[src/rtl/systolic_pkg.sv]
// systolic_pkg: types shared across the systolic array blocks.
package systolic_pkg;
  typedef enum logic {IDLE, SHIFT} piso_state_e;
endpackage

[src/rtl/wrap_counter.sv]
// wrap_counter: enabled counter 0..max_val_p with synchronous clear; wrap_o flags terminal count.
module wrap_counter #(
  parameter int max_val_p = 7,
  parameter int width_p   = 3
) (
  input  logic               clk_i,
  input  logic               reset_i,
  input  logic               clear_i,
  input  logic               en_i,
  output logic [width_p-1:0] count_o,
  output logic               wrap_o
);
  localparam logic [width_p-1:0] max_lp = width_p'(max_val_p);
  logic [width_p-1:0] count_q, count_d;
  assign count_o = count_q;
  assign wrap_o  = count_q == max_lp;
  always_comb count_d = clear_i ? '0 : en_i ? (wrap_o ? '0 : count_q + 1'b1) : count_q;
  always_ff @(posedge clk_i or posedge reset_i)
    if (reset_i) count_q <= '0;
    else count_q <= count_d;
endmodule

[src/rtl/piso.sv]
// piso: parallel-in serial-out framer, MSB first, with a one-word holding register
// so consecutive words stream without a gap.
module piso
  import systolic_pkg::*;
#(
  parameter int width_p           = 8,
  parameter int words_per_frame_p = 4
) (
  input  logic               clk_i,
  input  logic               reset_i,
  input  logic               flush_i,
  output logic               ready_o,
  input  logic               valid_i,
  input  logic [width_p-1:0] data_i,
  output logic               valid_o,
  output logic               data_o,
  input  logic               yumi_i,
  output logic               first_o,
  output logic               last_o,
  output logic               busy_o
);
  localparam int bw_lp = $clog2(width_p);
  localparam int ww_lp = words_per_frame_p > 1 ? $clog2(words_per_frame_p) : 1;
  piso_state_e state_q, state_d;
  logic [width_p-1:0] hold_q, hold_d, sr_q, sr_d;
  logic hold_v_q, hold_v_d;
  logic [bw_lp-1:0] bit_cnt;
  logic [ww_lp-1:0] word_cnt;
  logic bit_max, word_max, shift_en, word_end, load, accept;
  assign shift_en = (state_q == SHIFT) & yumi_i & ~flush_i;
  assign word_end = shift_en & bit_max;
  assign load     = hold_v_q & ((state_q == IDLE) | word_end);
  assign accept   = valid_i & ready_o;
  wrap_counter #(.max_val_p(width_p-1), .width_p(bw_lp)) bit_ctr (
    .clk_i(clk_i), .reset_i(reset_i), .clear_i(flush_i), .en_i(shift_en),
    .count_o(bit_cnt), .wrap_o(bit_max)
  );
  wrap_counter #(.max_val_p(words_per_frame_p-1), .width_p(ww_lp)) word_ctr (
    .clk_i(clk_i), .reset_i(reset_i), .clear_i(flush_i), .en_i(word_end),
    .count_o(word_cnt), .wrap_o(word_max)
  );
  // Load takes priority over the end-of-word return to IDLE so frames stay contiguous.
  always_comb begin
    state_d  = flush_i ? IDLE : load ? SHIFT : word_end ? IDLE : state_q;
    hold_v_d = ~flush_i & (accept | (hold_v_q & ~load));
    hold_d   = accept ? data_i : hold_q;
    sr_d     = flush_i ? '0 : load ? hold_q : shift_en ? sr_q << 1 : sr_q;
  end
  always_ff @(posedge clk_i or posedge reset_i)
    if (reset_i) begin
      state_q  <= IDLE;
      hold_q   <= '0;
      hold_v_q <= 1'b0;
      sr_q     <= '0;
    end else begin
      state_q  <= state_d;
      hold_q   <= hold_d;
      hold_v_q <= hold_v_d;
      sr_q     <= sr_d;
    end
  assign ready_o = ~hold_v_q & ~flush_i;
  assign valid_o = state_q == SHIFT;
  assign data_o  = sr_q[width_p-1];
  assign first_o = valid_o & (bit_cnt == '0) & (word_cnt == '0);
  assign last_o  = valid_o & bit_max & word_max;
  assign busy_o  = valid_o | hold_v_q;
endmodule

[config.mk]
export PLATFORM = sky130hd
export DESIGN_NAME = piso
export DESIGN_NICKNAME = d
export VERILOG_FILES = /design/src/rtl/systolic_pkg.sv /design/src/rtl/wrap_counter.sv /design/src/rtl/piso.sv
export SDC_FILE = /design/constraint.sdc
export NUM_CORES = 1
export LEC_CHECK = 0
export CAP_MARGIN = 15
export CORE_ASPECT_RATIO = 1.75
export CORE_UTILIZATION = 47
export DETAILED_ROUTE_END_ITERATION = 8
export PLACE_DENSITY = 0.77
export SLEW_MARGIN = 20
export SYNTH_ARGS = -nofsm -noshare
export SYNTH_HDL_FRONTEND = slang
export SYNTH_SLANG_ARGS = --single-unit
[constraint.sdc]
create_clock -name clk_i -period 1.7 [get_ports clk_i]
set_input_delay 0.51 -clock clk_i [delete_from_list [all_inputs] [get_ports clk_i]]
set_output_delay 0.51 -clock clk_i [all_outputs]
set_load 0.02 [all_outputs]
### Word level (Yosys, flattened, before mapping)

Index checks and enable logic that the tools add are counted.

* mux-type cells: 12
* reductions and logical operators: 6
* add/subtract/negate cells: 2
* equal/unequal tests: 2
* bitwise gates (word level): 19

Operators with widths (number)
* 2-to-1 mux 8 bit: 3
* AND 1 bit: 12
* 2-to-1 mux 3 bit: 3
* 2-to-1 mux 2 bit: 3
* nonzero test 3 bit: 2
* inverter 1 bit: 4
* nonzero test 2 bit: 2
* adder 3 x 1 -> 3 bit (second input constant): 1
* == test 3 bit (second input constant): 1
* zero test 3 bit: 1
* 2-to-1 mux 1 bit: 3
* bitwise OR 1 bit: 3
* adder 2 x 1 -> 2 bit (second input constant): 1
* == test 2 bit (second input constant): 1
* zero test 2 bit: 1

* input bits: 13
* flip-flop bits (word level): 23
* output and inout port bits: 6
* logic and storage cells: 47

### Depth between registers and ports, before layout

* word-level depth: 9
* depth in mapped cells: 6

### Cells and area by module

From an unflattened synthesis, not the netlist that was laid out.

* cell total of the unflattened synthesis: 114
* area, all modules: 1291.2 um^2

By module, submodules not included
* piso: area each 1027.2 um^2, times used 1, cells each 91
* wrap_counter (bit_ctr): area each 160.2 um^2, times used 1, cells each 14
* wrap_counter (word_ctr): area each 103.8 um^2, times used 1, cells each 9

### Least setup slack after synthesis

OpenSTA, ideal clock, no wires.

* kind: input-to-reg
* start point: input flush_i
* end point: register hold_q[0]
* data arrival time: 1.484 ns
* stages: 5
* slack: 0.091 ns
* path through: buf_4 > nor2_2 > and2_1 > buf_6 > mux2_4

* word-level cells in the longest chain between the ends: 3

RTL lines
* start, declared: line piso.sv:11 `input logic flush_i,`
* inverter 1 bit: line piso.sv:61 `assign ready_o = ~hold_v_q & ~flush_i;`
* AND 1 bit: line piso.sv:61
* net ready_o: line piso.sv:12 `output logic ready_o,`
* AND 1 bit: line piso.sv:33 `assign accept = valid_i & ready_o;`
* end signal, assigned: line piso.sv:57 `hold_q <= hold_d;`
* end, declared: line piso.sv:25 `logic [width_p-1:0] hold_q, hold_d, sr_q, sr_d;`

The timed path passes the listed nets, and every way through them passes these cells.
A chain may end at the register's enable or synchronous reset.

### Worst setup path after layout

* start point: register bit_ctr.count_q[0] (netlist: bit_ctr.count_o[0])
* end point: output last_o

* word-level cells in the longest chain between the ends: 3

RTL lines
* start, declared: line wrap_counter.sv:14 `logic [width_p-1:0] count_q, count_d;`
* start signal, assigned: line wrap_counter.sv:20 `else count_q <= count_d;`
* == test 3 bit: line wrap_counter.sv:16 `assign wrap_o = count_q == max_lp;`
* AND 1 bit (2 in a row): line piso.sv:65 `assign last_o = valid_o & bit_max & word_max;`
* end, declared: line piso.sv:19 `output logic last_o,`

No other way between the ends.

==> qor.json <==
{
  "status": "finished, violations left",
  "violations": "negative setup slack",
  "ctsHtreeMaxLevel": 1,
  "globalRouteOverflowTotal": 0,
  "cts.root.buffer_cell": "sky130_fd_sc_hd__clkbuf_8",
  "max_cap_viols": 0,
  "detail-route-antenna-nets": 0,
  "final.fill_count": 202,
  "grt_start_max_net_pins": 24,
  "gpl.final_weighted_congestion": 0.8114,
  "syn-num-nets": 126,
  "synth_warnings": 0,
  "tritoncts": "built",
  "timing.final.hold_violations": 0,
  "die-height_um": 69.29,
  "maxSlewViolCount": 0,
  "grt_first_pass_wirelength_um": 3843,
  "hp-class": "reg -> reg",
  "finished_layout_cells": 163,
  "post_cts_hold_buffer_count": 0,
  "arrival_ps": 1290,
  "crit_path_max_fanout": 3,
  "drc": 0,
  "grt_util_met2": 0.3210,
  "cell_taking_the_most_area_after_synthesis": "sky130_fd_sc_hd__dfrtp_1",
  "post_synth_instance_area_sq_um": 1216,
  "placedCellCount": 157,
  "ir_worst_vdd_v": 0.0009114,
  "final.hold.worst_slack_ps": 512.6,
  "pre_cts_slack_ps": -473.7,
  "tightest_slew_ps": 513.7,
  "die_x_um": 40.45,
  "netlist-cell-type-count": 29,
  "yosysTopAreaCellShare": 0.4733,
  "critical_path.startpoint_type": "flip-flop",
  "core_sq_um": 2462,
  "timing.critical_path.from": "bit_ctr.count_o[0]$_DFFE_PP0P_",
  "drt_first_iter_violations": 22,
  "setup_slack_ps": -104.4,
  "routed-via-count": 908,
  "area_growth_syn_to_layout_pct": 30.56,
  "fin_skew_ps": 1.688,
  "setup.reg_to_reg.worst_slack_ps": 50,
  "post_synth_main_area_contributors": "sky130_fd_sc_hd__dfrtp_1, sky130_fd_sc_hd__mux2_4, sky130_fd_sc_hd__ha_1",
  "globalRouteMet1Util": 0.2229,
  "worst_r2r_startpoint": "bit_ctr.count_o[0]$_DFFE_PP0P_",
  "worstSetupPathType": "reg -> out",
  "wirelength_um": 2357,
  "grt.met3_usage": 0.02885,
  "place.detailed.hpwl_um": 1692,
  "grt_setup_unrepaired": "true",
  "first_pass_iters": 4,
  "finalCriticalPeriod_ps": 1804,
  "grtUsageTotal": 0.1896,
  "rows": 24,
  "clkSlewWorstSetupHoldPaths_ps": 80,
  "wl_per_cell_um": 14.46,
  "clock_latency_ps": 260,
  "synth_sequential_area_ratio": 0.4733,
  "leakage_nw": 0.7363,
  "top_library_cells_by_usage_in_the_layout_fill_and_taps_aside": "sky130_fd_sc_hd__dfrtp_1, sky130_fd_sc_hd__inv_1, sky130_fd_sc_hd__buf_4",
  "start_util": 0.4939,
  "synth.ff_latch_count": 23,
  "capturing_element_type_of_the_critical_path": "output pin",
  "max-clock-path-buffers": 2,
  "diodes": 0,
  "proportion_of_layout_cells_with_a_drive_suffix_above_1": 0.3358,
  "clock.fmax_ghz": 0.5542,
  "design.portCount": 19,
  "cts_sinks": 23,
  "fin_crit_sh": 1.061,
  "grt.busiest_layer": "met2",
  "route.detailed.vias_per_inst": 5.571,
  "timing.hold.worst.start": "sr_q[3]$_DFFE_PP0P_",
  "die_area_sq_um": 2803,
  "worstPathRequired_ps": 1190,
  "synthCells": 108,
  "mostFrequentLayoutCell": "sky130_fd_sc_hd__dfrtp_1",
  "first_global_vias": 914,
  "synthesis.area_per_instance_sq_um": 11.26,
  "timing.max_slew.rel_slack": 0.6576,
  "placement.io_buffers": 18,
  "tritoncts.num_buffers": 3,
  "pwr_density_cell_nw_per_um2": 785.8,
  "fin_tns_setup_ps": -110.9,
  "finish_stage_setup_viols": 2,
  "antenna_violations_before_repair": 0,
  "layout.nets": 156,
  "power.total_mw": 1.248
}
==> cell usage after synthesis (all sizes together) <==
library cell / number
inv: 13
and3: 3
a32o: 1
a21boi: 1
a22o: 7
buf: 5
ha: 5
xnor2: 1
nand2b: 1
nand3: 2
mux2: 8
nand4b: 1
nor3: 1
dfrtp: 23
mux2i: 2
and2: 1
or2: 1
clkbuf: 1
a21oi: 3
nor2: 8
and4b: 1
nand2: 10
o32ai: 7
nor2b: 2
==> layer usage <==
metal  part of all wire  up-vias
met4              0.026        0
met5                  0        -
met1               0.38      450
met3              0.020        7
li1                   -      433
met2               0.57       18
==> where the power goes <==
group | total, mW | switching [mW] | internal [mW]
Clock | 0.332 | 0.169 | 0.163
Combinational | 0.283 | 0.122 | 0.161
Sequential | 0.633 | 0.0335 | 0.599
Total | 1.25 | 0.324 | 0.923
==> state kept, by name, indices dropped and copies added, names as in the netlist <==
name,flops
sr_q,8
word_ctr.count_o,2
hold_q,8
valid_o,1
hold_v_q,1
bit_ctr.count_o,3
==> timing repair <==
item,CTS,global route
setup endpoints to repair,17,10
gates resized for setup,30,12
gates cloned,0,1
buffers inserted,1,0
pin swaps,3,6
==> worst max-delay path, cell delays in order (launching register included) <==
cell	delay, ps
sky130_fd_sc_hd__dfrtp_1	410
sky130_fd_sc_hd__ha_2	210
sky130_fd_sc_hd__ha_4	160
sky130_fd_sc_hd__and3_4	140
sky130_fd_sc_hd__buf_6	120
==> through the flow <==
stage                     utilization  area [sq um]
after CTS                      0.6220          1531
after floorplan                     -          1216
after detailed placement       0.5910          1455
after global placement         0.5910          1455
after global routing           0.6448          1588
final                          0.6448          1588
==> kinds of logic (layout without fill, tap and decap cells) <==
logic type      after synthesis  in the layout  synth area share
compound gates               19             19            0.1337
buf+inv                      19             48           0.08642
fa+ha+maj                     5              5           0.05144
mux                          10             10            0.1152
flops                        23             23            0.4732
simple gates                 31             31            0.1327
xor+xnor                      1              1          0.007203
==> cell type report <==
| cell class | count | area (sq um) | area share |
|---|---|---|---|
| Multi-Input combinational cell | 66 | 608.1 | 0.3830 |
| Timing Repair Buffer | 31 | 276.5 | 0.1742 |
| Tap cell | 26 | 32.53 | 0.02049 |
| Sequential cell | 23 | 575.6 | 0.3625 |
| Clock inverter | 1 | 5.005 | 0.003152 |
| Clock buffer | 3 | 41.29 | 0.02600 |
| Inverter | 13 | 48.80 | 0.03073 |
==> final timing paths <==
path / endpoint / cells after the start
worst max-delay path: last_o / 4
worst min-delay path: sr_q[3]$_DFFE_PP0P_ / 1
worst max register to register: sr_q[4]$_DFFE_PP0P_ / 7
worst min register to register: sr_q[3]$_DFFE_PP0P_ / 1
max in group asynchronous: sr_q[2]$_DFFE_PP0P_ / 3
min in group asynchronous: bit_ctr.count_o[0]$_DFFE_PP0P_ / 3
Note: power is estimated with default switching activity, not from simulation.
